`src/rtl/alu_share_ctrl_pkg.sv`:
```
// Shared definitions for the ALU time-sharing controller: op codes, default widths,
// FSM state type and the op legality helper.
package alu_share_ctrl_pkg;

  localparam int unsigned ALU_DATA_W = 32;
  localparam int unsigned ALU_OP_W   = 3;

  localparam logic [ALU_OP_W-1:0] ALU_ADD = 3'd0;
  localparam logic [ALU_OP_W-1:0] ALU_SUB = 3'd1;
  localparam logic [ALU_OP_W-1:0] ALU_AND = 3'd2;
  localparam logic [ALU_OP_W-1:0] ALU_SLL = 3'd3;
  localparam logic [ALU_OP_W-1:0] ALU_SLR = 3'd4;

  typedef enum logic [1:0] {
    IDLE = 2'd0,
    EXEC = 2'd1,
    RESP = 2'd2
  } state_t;

  function automatic logic alu_op_legal(input logic [ALU_OP_W-1:0] op);
    return op inside {ALU_ADD, ALU_SUB, ALU_AND, ALU_SLL, ALU_SLR};
  endfunction

endpackage

```
`src/rtl/alu_share_ctrl_if.sv`:
```
// Bundle of the two request/response channels, the ALU-facing signals and busy.
// slave = the controller, master = requesters plus the parent-owned ALU.
interface alu_share_ctrl_if #(
  parameter int unsigned DATA_W = 32,
  parameter int unsigned OP_W   = 3
);
  logic              req0_valid;
  logic              req0_ready;
  logic [OP_W-1:0]   req0_op;
  logic [DATA_W-1:0] req0_a;
  logic [DATA_W-1:0] req0_b;
  logic              req1_valid;
  logic              req1_ready;
  logic [OP_W-1:0]   req1_op;
  logic [DATA_W-1:0] req1_a;
  logic [DATA_W-1:0] req1_b;
  logic              rsp0_valid;
  logic              rsp0_ready;
  logic              rsp1_valid;
  logic              rsp1_ready;
  logic [DATA_W-1:0] rsp_result;
  logic              rsp_zero;
  logic              rsp_neg;
  logic              rsp_err;
  logic [DATA_W-1:0] alu_a;
  logic [DATA_W-1:0] alu_b;
  logic [OP_W-1:0]   alu_op;
  logic [DATA_W-1:0] alu_result;
  logic              alu_zero;
  logic              alu_negative;
  logic              busy;

  modport slave (
    input  req0_valid, req0_op, req0_a, req0_b,
    input  req1_valid, req1_op, req1_a, req1_b,
    output req0_ready, req1_ready,
    output rsp0_valid, rsp1_valid, rsp_result, rsp_zero, rsp_neg, rsp_err,
    input  rsp0_ready, rsp1_ready,
    output alu_a, alu_b, alu_op,
    input  alu_result, alu_zero, alu_negative,
    output busy
  );

  modport master (
    output req0_valid, req0_op, req0_a, req0_b,
    output req1_valid, req1_op, req1_a, req1_b,
    input  req0_ready, req1_ready,
    input  rsp0_valid, rsp1_valid, rsp_result, rsp_zero, rsp_neg, rsp_err,
    output rsp0_ready, rsp1_ready,
    input  alu_a, alu_b, alu_op,
    output alu_result, alu_zero, alu_negative,
    input  busy
  );
endinterface

```
`src/rtl/alu_share_ctrl_rr_arb2.sv`:
```
// Two-way round-robin arbiter: a lone requester always wins, ptr breaks ties.
module alu_share_ctrl_rr_arb2 (
  input  logic [1:0] req,
  input  logic       ptr,
  output logic [1:0] grant
);
  always_comb begin
    grant = '0;
    if (req == 2'b11) begin
      grant = ptr ? 2'b10 : 2'b01;
    end else begin
      grant = req;
    end
  end
endmodule

```
`src/rtl/alu_share_ctrl.sv`:
```
// Time-shares one external ALU between two requesters with round-robin grant,
// one transaction in flight, and a held response per requester.
module alu_share_ctrl
  import alu_share_ctrl_pkg::*;
#(
  parameter int unsigned DATA_W      = ALU_DATA_W,
  parameter int unsigned OP_W        = ALU_OP_W,
  parameter int unsigned ALU_LATENCY = 2
) (
  input  logic             clock,
  input  logic             reset_n,
  alu_share_ctrl_if.slave  bus
);
  localparam int unsigned CNT_W = $clog2(ALU_LATENCY + 1);

  state_t            state;
  logic              rr_ptr;
  logic              owner;
  logic [CNT_W-1:0]  cnt;
  logic [1:0]        rsp_valid;
  logic [1:0]        grant;
  logic              idle;
  logic              handshake;
  logic              sel_port;
  logic [OP_W-1:0]   sel_op;
  logic [DATA_W-1:0] sel_a;
  logic [DATA_W-1:0] sel_b;
  logic              owner_ready;

  alu_share_ctrl_rr_arb2 u_arb (
    .req   ({bus.req1_valid, bus.req0_valid}),
    .ptr   (rr_ptr),
    .grant (grant)
  );

  assign idle       = (state == IDLE);
  assign handshake  = idle && (grant != 2'b00);
  assign sel_port   = grant[1];
  assign sel_op     = sel_port ? bus.req1_op : bus.req0_op;
  assign sel_a      = sel_port ? bus.req1_a  : bus.req0_a;
  assign sel_b      = sel_port ? bus.req1_b  : bus.req0_b;
  assign owner_ready = owner ? bus.rsp1_ready : bus.rsp0_ready;

  assign bus.req0_ready = idle && grant[0];
  assign bus.req1_ready = idle && grant[1];
  assign bus.rsp0_valid = rsp_valid[0];
  assign bus.rsp1_valid = rsp_valid[1];
  assign bus.busy       = !idle;

  always_ff @(posedge clock) begin
    if (!reset_n) begin
      state          <= IDLE;
      rr_ptr         <= 1'b0;
      owner          <= 1'b0;
      cnt            <= '0;
      rsp_valid      <= '0;
      bus.alu_a      <= '0;
      bus.alu_b      <= '0;
      bus.alu_op     <= ALU_ADD;
      bus.rsp_result <= '0;
      bus.rsp_zero   <= 1'b0;
      bus.rsp_neg    <= 1'b0;
      bus.rsp_err    <= 1'b0;
    end else begin
      case (state)
        IDLE: begin
          if (handshake) begin
            owner <= sel_port;
            if (alu_op_legal(sel_op)) begin
              bus.alu_op <= sel_op;
              bus.alu_a  <= sel_a;
              bus.alu_b  <= sel_b;
              cnt        <= CNT_W'(ALU_LATENCY);
              state      <= EXEC;
            end else begin
              // Illegal op bypasses the ALU; operand registers keep their last values.
              bus.rsp_result <= '0;
              bus.rsp_zero   <= 1'b1;
              bus.rsp_neg    <= 1'b0;
              bus.rsp_err    <= 1'b1;
              rsp_valid      <= grant;
              state          <= RESP;
            end
          end
        end
        EXEC: begin
          if (cnt <= CNT_W'(1)) begin
            bus.rsp_result <= bus.alu_result;
            bus.rsp_zero   <= bus.alu_zero;
            bus.rsp_neg    <= bus.alu_negative;
            bus.rsp_err    <= 1'b0;
            rsp_valid      <= owner ? 2'b10 : 2'b01;
            state          <= RESP;
          end else begin
            cnt <= cnt - CNT_W'(1);
          end
        end
        RESP: begin
          if (owner_ready) begin
            rsp_valid <= '0;
            rr_ptr    <= !owner;
            state     <= IDLE;
          end
        end
        default: begin
          rsp_valid <= '0;
          state     <= IDLE;
        end
      endcase
    end
  end
endmodule

```
`src/flat_wrapper.sv`:
```
// flat-port wrapper written by rule: the top's interface ports become plain ports
module alu_share_ctrl_flat import alu_share_ctrl_pkg::*;
#(
  parameter int unsigned DATA_W      = ALU_DATA_W,
  parameter int unsigned OP_W        = ALU_OP_W,
  parameter int unsigned ALU_LATENCY = 2
)
  (clock, reset_n, bus_req0_valid, bus_req0_op, bus_req0_a, bus_req0_b, bus_req1_valid, bus_req1_op, bus_req1_a, bus_req1_b, bus_req0_ready, bus_req1_ready, bus_rsp0_valid, bus_rsp1_valid, bus_rsp_result, bus_rsp_zero, bus_rsp_neg, bus_rsp_err, bus_rsp0_ready, bus_rsp1_ready, bus_alu_a, bus_alu_b, bus_alu_op, bus_alu_result, bus_alu_zero, bus_alu_negative, bus_busy);
  alu_share_ctrl_if #(.DATA_W(DATA_W), .OP_W(OP_W)) bus_i ();
  input  logic clock;
  input  logic reset_n;
  input wire logic [$bits(bus_i.req0_valid)-1:0] bus_req0_valid;
  input wire logic [$bits(bus_i.req0_op)-1:0] bus_req0_op;
  input wire logic [$bits(bus_i.req0_a)-1:0] bus_req0_a;
  input wire logic [$bits(bus_i.req0_b)-1:0] bus_req0_b;
  input wire logic [$bits(bus_i.req1_valid)-1:0] bus_req1_valid;
  input wire logic [$bits(bus_i.req1_op)-1:0] bus_req1_op;
  input wire logic [$bits(bus_i.req1_a)-1:0] bus_req1_a;
  input wire logic [$bits(bus_i.req1_b)-1:0] bus_req1_b;
  output wire logic [$bits(bus_i.req0_ready)-1:0] bus_req0_ready;
  output wire logic [$bits(bus_i.req1_ready)-1:0] bus_req1_ready;
  output wire logic [$bits(bus_i.rsp0_valid)-1:0] bus_rsp0_valid;
  output wire logic [$bits(bus_i.rsp1_valid)-1:0] bus_rsp1_valid;
  output wire logic [$bits(bus_i.rsp_result)-1:0] bus_rsp_result;
  output wire logic [$bits(bus_i.rsp_zero)-1:0] bus_rsp_zero;
  output wire logic [$bits(bus_i.rsp_neg)-1:0] bus_rsp_neg;
  output wire logic [$bits(bus_i.rsp_err)-1:0] bus_rsp_err;
  input wire logic [$bits(bus_i.rsp0_ready)-1:0] bus_rsp0_ready;
  input wire logic [$bits(bus_i.rsp1_ready)-1:0] bus_rsp1_ready;
  output wire logic [$bits(bus_i.alu_a)-1:0] bus_alu_a;
  output wire logic [$bits(bus_i.alu_b)-1:0] bus_alu_b;
  output wire logic [$bits(bus_i.alu_op)-1:0] bus_alu_op;
  input wire logic [$bits(bus_i.alu_result)-1:0] bus_alu_result;
  input wire logic [$bits(bus_i.alu_zero)-1:0] bus_alu_zero;
  input wire logic [$bits(bus_i.alu_negative)-1:0] bus_alu_negative;
  output wire logic [$bits(bus_i.busy)-1:0] bus_busy;
  assign bus_i.req0_valid = bus_req0_valid;
  assign bus_i.req0_op = bus_req0_op;
  assign bus_i.req0_a = bus_req0_a;
  assign bus_i.req0_b = bus_req0_b;
  assign bus_i.req1_valid = bus_req1_valid;
  assign bus_i.req1_op = bus_req1_op;
  assign bus_i.req1_a = bus_req1_a;
  assign bus_i.req1_b = bus_req1_b;
  assign bus_req0_ready = bus_i.req0_ready;
  assign bus_req1_ready = bus_i.req1_ready;
  assign bus_rsp0_valid = bus_i.rsp0_valid;
  assign bus_rsp1_valid = bus_i.rsp1_valid;
  assign bus_rsp_result = bus_i.rsp_result;
  assign bus_rsp_zero = bus_i.rsp_zero;
  assign bus_rsp_neg = bus_i.rsp_neg;
  assign bus_rsp_err = bus_i.rsp_err;
  assign bus_i.rsp0_ready = bus_rsp0_ready;
  assign bus_i.rsp1_ready = bus_rsp1_ready;
  assign bus_alu_a = bus_i.alu_a;
  assign bus_alu_b = bus_i.alu_b;
  assign bus_alu_op = bus_i.alu_op;
  assign bus_i.alu_result = bus_alu_result;
  assign bus_i.alu_zero = bus_alu_zero;
  assign bus_i.alu_negative = bus_alu_negative;
  assign bus_busy = bus_i.busy;
  alu_share_ctrl #(.DATA_W(DATA_W), .OP_W(OP_W), .ALU_LATENCY(ALU_LATENCY)) u_core (.clock(clock), .reset_n(reset_n), .bus(bus_i));
endmodule
```
`config.mk`:
```
export PLATFORM = sky130hd
export DESIGN_NAME = alu_share_ctrl_flat
export DESIGN_NICKNAME = d
export VERILOG_FILES = /design/src/rtl/alu_share_ctrl_pkg.sv /design/src/rtl/alu_share_ctrl_if.sv /design/src/rtl/alu_share_ctrl_rr_arb2.sv /design/src/rtl/alu_share_ctrl.sv /design/src/flat_wrapper.sv
export SDC_FILE = /design/constraint.sdc
export NUM_CORES = 1
export LEC_CHECK = 0
export ABC_CLOCK_PERIOD_IN_PS = 2270
export BUFFER_PORTS_ARGS = -buffer_cell sky130_fd_sc_hd__buf_4
export CAP_MARGIN = 10
export CELL_PAD_IN_SITES_DETAIL_PLACEMENT = 0
export CELL_PAD_IN_SITES_GLOBAL_PLACEMENT = 2
export CORE_MARGIN = 1
export CORE_UTILIZATION = 25
export DETAILED_ROUTE_END_ITERATION = 8
export GPL_TIMING_DRIVEN = 0
export PLACE_DENSITY = 0.78
export SLEW_MARGIN = 5
export SYNTH_ARGS = -nofsm -noshare
export SYNTH_HDL_FRONTEND = slang
export SYNTH_SLANG_ARGS = --single-unit
```
`constraint.sdc`:
```
create_clock -name clock -period 2.27 [get_ports clock]
set_input_delay 0.227 -clock clock [delete_from_list [all_inputs] [get_ports clock]]
set_output_delay 0.227 -clock clock [all_outputs]
set_load 0.01 [all_outputs]
```
==> metrics.md, run 1 <==
| Metric | Value |
|---|---|
| GRT Util Overall | 16.9% |
| Cells after synthesis | 526 |
| Sequential area share after synthesis | 43.8% |
| Starting Density | 25.7% |
| Initial antenna violation count | 0 |
| Routed WL | 17500 um |
| Worst-path fanout max | 10 |
| Drt drc | 0 |
| Busiest grt layer | met2 |
| GPL Wtd Cong | 0.744 |
| Count of final hold-check violations | 0 |
| HP Class | in -> reg |
| Share of cells above drive strength 1 | 39.7% |
| Worst Hold Path EP | u_core.bus.rsp_result[25]$_SDFFE_PN0P_ |
| Syn. warnings | 0 |
| Worst setup margin | 184 ps |
| Core box area | 19600 um2 |
| Met1 GRT Util | 18.9% |
| Final Util | 39.8% |
| Mapped Area | 5030 um2 |
| CTS Buffer Depth | 2 |
| CTS tree | done |
| Worst clock skew | 10.4 ps |
| CP Capture Type | primary output |
| Drt first pass iters | 4 |
| Post-route antenna net violation count | 0 |
| CP required | 2040 ps |
| H-tree depth | 3 |
| Most frequent cells in the layout | buf_4, nand2_1, dfxtp_1 |
| Die height | 144 um |
| CTS Sinks | 110 |
| Maximum VDD drop | 0.359 mV |
| Final #Nets | 992 |
| Clock root cell | clkbuf_16 |
| Netlist cell types | 31 |
| Worst-Skew Late Latency | 350 ps |
| Routed len/inst | 16.1 um |
| Largest net degree at the start of global routing | 21 |
| M2 GR Usage | 30.9% |
| Final Slew Violations | 0 |
| Crit Path Category | reg -> out |
| Hold slack final | 139 ps |
| Final worst path period share | 91.9% |
| Worst slew pin tran | 596 ps |
| Mean Syn Cell Area | 9.56 um2 |
| Setup slack, reg-to-reg | 220 ps |
| Slew headroom | 60.2% |
| Syn nets | 701 |
| # diodes | 0 |
| Layout fillers | 2026 |
| Fin crit period | 2090 ps |
| RR Startpoint | u_core.state[0]$_SDFFE_PN0P_ |
| I/O pin cnt | 281 |
| DIE AREA | 20700 um2 |
| Pre-CTS setup slack | -267 ps |
| Worst r2r path cells | 8 |
| Fmax | 0.479 GHz |
| Initial DRC count | 134 |
| CTS clk-pin slew, worst paths | 80 ps |
| Finished Layout Cells | 1087 |
| Placed Cells incl. Taps | 1070 |
| Total Power | 6.32 mW |
| Cell Pwr Density | 810 nW/um2 |
| Hold path depth | 3 |
| DP HPWL | 14100 um |
| Most common cell after layout, fill and taps aside | buf_4 |
| Total of max-cap violations | 0 |
| Final setup violation count | 0 |
| Static leakage power | 4.37 nW |
| Number of port buffers | 279 |
| Outcome | finished, final reports clean |
| GR Util met3 | 5.43% |
| Setup TNS Final | 0 ps |
| Gr ovfl total | 0 |
| Total number of vias | 4947 |
| Endpoint of the worst-slack reg-to-reg timing path | u_core.bus.alu_b[10]$_SDFFE_PN0P_ |
| Placed Area | 7450 um2 |
| Synthesis-to-finish area growth | 55.2% |
| Row count | 51 |
| Clock buffer count from CTS | 9 |
| First-pass GRT wire length | 26600 um |
| Vias per cell | 4.55 |
| WP data arrival | 1860 ps |
| #FFs+latches synth | 110 |
| Hold Buf Count CTS | 0 |
| Vias in the first global route | 5095 |
| Startpoint Class | flip-flop |
| Die Wd | 144 um |
| Finished Cell Area | 7800 um2 |
| HP Start | bus_alu_result[25] |
-- Yosys cell counts --
cell type	count	area [um2]
nand2_1	112	420
dfxtp_1	110	2200
mux2i_1	100	1000
o211a_1	67	671
nand3_1	39	195
clkbuf_1	29	109
buf_2	15	75.1
nor2_1	7	26.3
inv_1	6	22.5
nor2b_1	6	37.5
o21ai_0	5	25.0
a21oi_1	4	20.0
buf_6	4	45.0
a32o_1	2	20.0
nand2b_1	2	12.5
o21a_1	2	15.0
o221a_2	2	22.5
a22oi_1	1	7.51
a31oi_1	1	6.26
and2_1	1	6.26
and3_1	1	6.26
and4_1	1	8.76
and4b_1	1	10.0
ha_1	1	12.5
nand3b_1	1	7.51
nand4_1	1	6.26
nor3_2	1	10.0
o2111ai_1	1	8.76
o21ai_1	1	5.00
o31ai_1	1	7.51
or2_1	1	6.26
-- how the worst max path moves through the flow --
stage                            startpoint                                end  slack [ps]  cells past startpoint
2_1_floorplan    u_core.rr_ptr$_SDFFE_PN0P_       u_core.state[1]$_SDFFE_PN0P_         440                      8
3_3_place_gp   u_core.state[0]$_SDFFE_PN0P_  u_core.bus.alu_b[30]$_SDFFE_PN0P_        -190                      7
3_5_place_dp   u_core.state[0]$_SDFFE_PN0P_  u_core.bus.alu_b[31]$_SDFFE_PN0P_        -270                      7
4_1_cts        u_core.state[0]$_SDFFE_PN0P_  u_core.bus.alu_b[25]$_SDFFE_PN0P_           7                      8
5_1_grt        u_core.state[0]$_SDFFE_PN0P_  u_core.bus.alu_b[10]$_SDFFE_PN0P_         -10                      8
6_report         u_core.rr_ptr$_SDFFE_PN0P_                     bus_req1_ready         180                      6
-- worst max-delay path: stages (launching register included) --
cell and delay [ps]:
dfxtp_1 400, nand2b_1 120, buf_2 160, nand2_2 170
buf_4 260, nor2_1 220, buf_4 170
-- per-layer routing --
| metal | routed length, um | part of all wire (%) |
|---|---|---|
| met1 | 7270 | 42 |
| met2 | 8660 | 49 |
| met3 | 1450 | 8.3 |
| met4 | 133 | 0.76 |
| met5 | 0 | 0 |
-- power breakdown --
| part | switching (mW) | total, mW | internal, mW |
|---|---|---|---|
| sequential | 0.177 | 2.42 | 2.24 |
| combinational | 1.10 | 2.20 | 1.10 |
| clock | 0.813 | 1.70 | 0.890 |
-- flip-flops by register name, summed over array words and instances, names as in the netlist, 2 cells and up --
register	cells
u_core.bus.alu_op	3
u_core.state	2
u_core.cnt	2
u_core.bus.rsp_result	32
u_core.rsp_valid	2
u_core.bus.alu_a	32
u_core.bus.alu_b	32
-- layout make-up --
cell class,instances,area [um2],area share [%]
Clock inverter,7,88.8,1.14
Timing Repair Buffer,281,2110,27.0
Sequential cell,110,2200,28.2
Inverter,6,22.5,0.289
Multi-Input combinational cell,362,2590,33.1
Buffer,47,236,3.03
Tap cell,265,332,4.25
Clock buffer,9,225,2.89
-- repair_timing --
action,CTS,global route
resized for setup,4,11
pin swaps,1,0
endpoints found under the setup margin,67,66
buffers inserted,2,0
-- cell families after synthesis --
family | synth area share, %
AO/OA/AOI/OAI | 16.1
adder cells (fa/ha/maj) | 0.249
buffers and inverters | 5.00
flip-flops | 43.8
multiplexers | 19.9
AND/OR/NAND/NOR | 15.0
Power figures use the tool's default switching activity.
==> inputs of run 2 (changes only) <==
--- a/config.mk
+++ b/config.mk
@@ -10,6 +10,7 @@
 export CAP_MARGIN = 10
 export CELL_PAD_IN_SITES_DETAIL_PLACEMENT = 0
 export CELL_PAD_IN_SITES_GLOBAL_PLACEMENT = 2
+export CORE_ASPECT_RATIO = 2
 export CORE_MARGIN = 1
 export CORE_UTILIZATION = 25
 export DETAILED_ROUTE_END_ITERATION = 8
==> metrics.md, run 2 (synthesis results as in run 1) <==
| Metric | Value |
|---|---|
| Outcome | finished, final reports clean |
| GPL Wtd Cong | 0.816 (+9.6%) |
| Fmax | 0.478 GHz (-0.21%) |
| Worst setup margin | 180 ps (-4.37 ps) |
| GRT Util Overall | 17.2% (+0.29 points) |
| Startpoint Class | flip-flop |
| Worst clock skew | 8.40 ps (-1.97 ps) |
| Largest registers | u_core.bus.alu_a x32, u_core.bus.alu_b x32, u_core.bus.rsp_result x32 |
| Die Wd | 102 um (-29%) |
| Hold slack final | 138 ps (-1.12 ps) |
| Worst-path fanout max | 10 (unchanged) |
| Crit Path Category | reg -> reg |
| Hold Buf Count CTS | 0 (unchanged) |
| Clock root cell | clkbuf_16 |
| Routed WL | 18100 um (+3.0%) |
| Most common cell after layout, fill and taps aside | buf_4 |
| Drt drc | 0 (unchanged) |
| Largest net degree at the start of global routing | 19 (-9.5%) |
| Final #Nets | 993 (+0.10%) |
| CTS clk-pin slew, worst paths | 80 ps (about the same) |
| I/O pin cnt | 281 (unchanged) |
| Most frequent cells in the layout | buf_4, nand2_1, dfxtp_1 |
| Maximum VDD drop | 0.412 mV (+15%) |
| Comb pwr share | 35.4% (+0.5 points) |
| Slowest CP cell | dfxtp_1 |
| Clock buffer count from CTS | 9 (unchanged) |
| Met1 GRT Util | 16.3% (-2.6 points) |
| Total of max-cap violations | 0 (unchanged) |
| RSZ-0062 raised after global routing | yes |
| Setup TNS Final | 0 ps (unchanged) |
| Most used cell, CP | buf_2 |
| Final worst path period share | 92.1% (+0.19 points) |
| Worst-Skew Late Latency | 350 ps (about the same) |
| DIE AREA | 20700 um2 (+0.17%) |
| Slew headroom | 58.9% (-1.3 points) |
| H-tree depth | 3 (unchanged) |
| WP data arrival | 2390 ps (+530 ps) |
| Post-route antenna net violation count | 0 (unchanged) |
| CTS tree | done |
| Busiest grt layer | met2 |
| Clock share of power | 26.0% (-0.9 points) |
| Routed len/inst | 16.6 um (+3.2%) |
| Cell Int Power | 4.24 mW (+0.28%) |
| Fin crit period | 2090 ps (+4.37 ps) |
| Layout fillers | 2017 (-0.44%) |
| Starting Density | 25.4% (-0.30 points) |
| CTS Sinks | 110 (unchanged) |
| Row count | 73 (+43%) |
| Total number of vias | 4965 (+0.36%) |
| P_sw | 2.02 mW (-3.3%) |
| Core box area | 19800 um2 (+1.2%) |
| GR Util met3 | 2.86% (-2.6 points) |
| Share of cells above drive strength 1 | 39.5% (-0.17 points) |
| Total Power | 6.27 mW (-0.89%) |
| Pre-CTS setup slack | -376 ps (-109 ps) |
| Static leakage power | 4.36 nW (about the same) |
| First-pass GRT wire length | 27100 um (+1.7%) |
| Vias per cell | 4.58 (+0.55%) |
| Sw Ratio | 32.3% (-0.79 points) |
| Final Slew Violations | 0 (unchanged) |
| Number of port buffers | 279 (unchanged) |
| Initial DRC count | 110 (-18%) |
| HP Class | in -> reg |
| Synthesis-to-finish area growth | 55.2% (unchanged) |
| M2 GR Usage | 35.6% (+4.7 points) |
| Initial antenna violation count | 0 (unchanged) |
| Worst path max stage delay | 300 ps (-100 ps) |
| DP HPWL | 14800 um (+5.3%) |
| Drt first pass iters | 4 (unchanged) |
| CTS Buffer Depth | 2 (unchanged) |
| Final setup violation count | 0 (unchanged) |
| CP Capture Type | flip-flop |
| CP required | 2570 ps (+530 ps) |
| Vias in the first global route | 5207 (+2.2%) |
| Gr ovfl total | 0 (unchanged) |
| Seq pwr share | 38.6% (+0.4 points) |
| Count of final hold-check violations | 0 (unchanged) |
| Cell Pwr Density | 803 nW/um2 (-0.89%) |
| # diodes | 0 (unchanged) |
| Worst slew pin tran | 616 ps (+19.9 ps) |
| Worst path cell trace | clkbuf_1 > nor2_4 > o21ai_1 > nor3_4 > buf_4 > buf_2 > buf_2 > o211a_1 |
| Die height | 203 um (+41%) |
-- run 2: critical path: cells and delay by family, from the launching register on --
family / cells / cell delay, ps
flops: 1 / 300
simple gates: 2 / 430
buf+inv: 4 / 930
compound gates: 2 / 370
-- run 2: area by class of cell --
cell class	count	area (um2)	area share, %
plain buffers	48	241	3.09
clock buffers	10	239	3.06
clock inverters	6	68.8	0.882
inverters	6	22.5	0.289
multi-input cells	362	2590	33.2
flip-flops and latches	110	2200	28.2
well taps	262	328	4.20
repair buffers	281	2110	27.0
-- run 2: path summary, 6_finish.rpt --
kind / slack, ps / endpoint / cells past startpoint / start
min: 140 / u_core.bus.rsp_result[22]$_SDFFE_PN0P_ / 3 / bus_alu_result[22]
max reg2reg: 180 / u_core.bus.alu_b[21]$_SDFFE_PN0P_ / 8 / u_core.state[0]$_SDFFE_PN0P_
max: 180 / u_core.bus.alu_b[21]$_SDFFE_PN0P_ / 8 / u_core.state[0]$_SDFFE_PN0P_
min reg2reg: 460 / u_core.bus.rsp_result[17]$_SDFFE_PN0P_ / 2 / u_core.bus.rsp_result[17]$_SDFFE_PN0P_
-- run 2: stage by stage --
stage	cells	util (%)	cell area [um2]
global route	1085	39.4	7800
global placement	1067	37.6	7450
floorplan	526	-	5030
finish	1085	39.4	7800
detailed placement	1067	37.6	7450
CTS	1085	39.3	7790
-- run 2: repair_timing --
action,in CTS,in global routing
pin swaps,1,0
buffers inserted,2,0
cloned,0,0
setup endpoints to repair,69,90
resized for setup,6,7
-- run 2: power by group through the flow --
stage	Sequential (mW)	Combinational (mW)	Clock [mW]
finish	2.42	2.22	1.63
detailed placement	2.46	2.24	0
global placement	2.45	2.20	0
global route	2.46	2.42	1.77
floorplan	2.57	1.04	0
CTS	2.42	2.26	1.70
-- run 2: per-layer routing --
layer  part of all wire [%]  wire (um)  up-vias
li1                       -          -     2447
met1                     35       6270     2326
met2                     59      10700      179
met3                    4.8        862       13
met4                    1.4        248        0
met5                      0          0        -
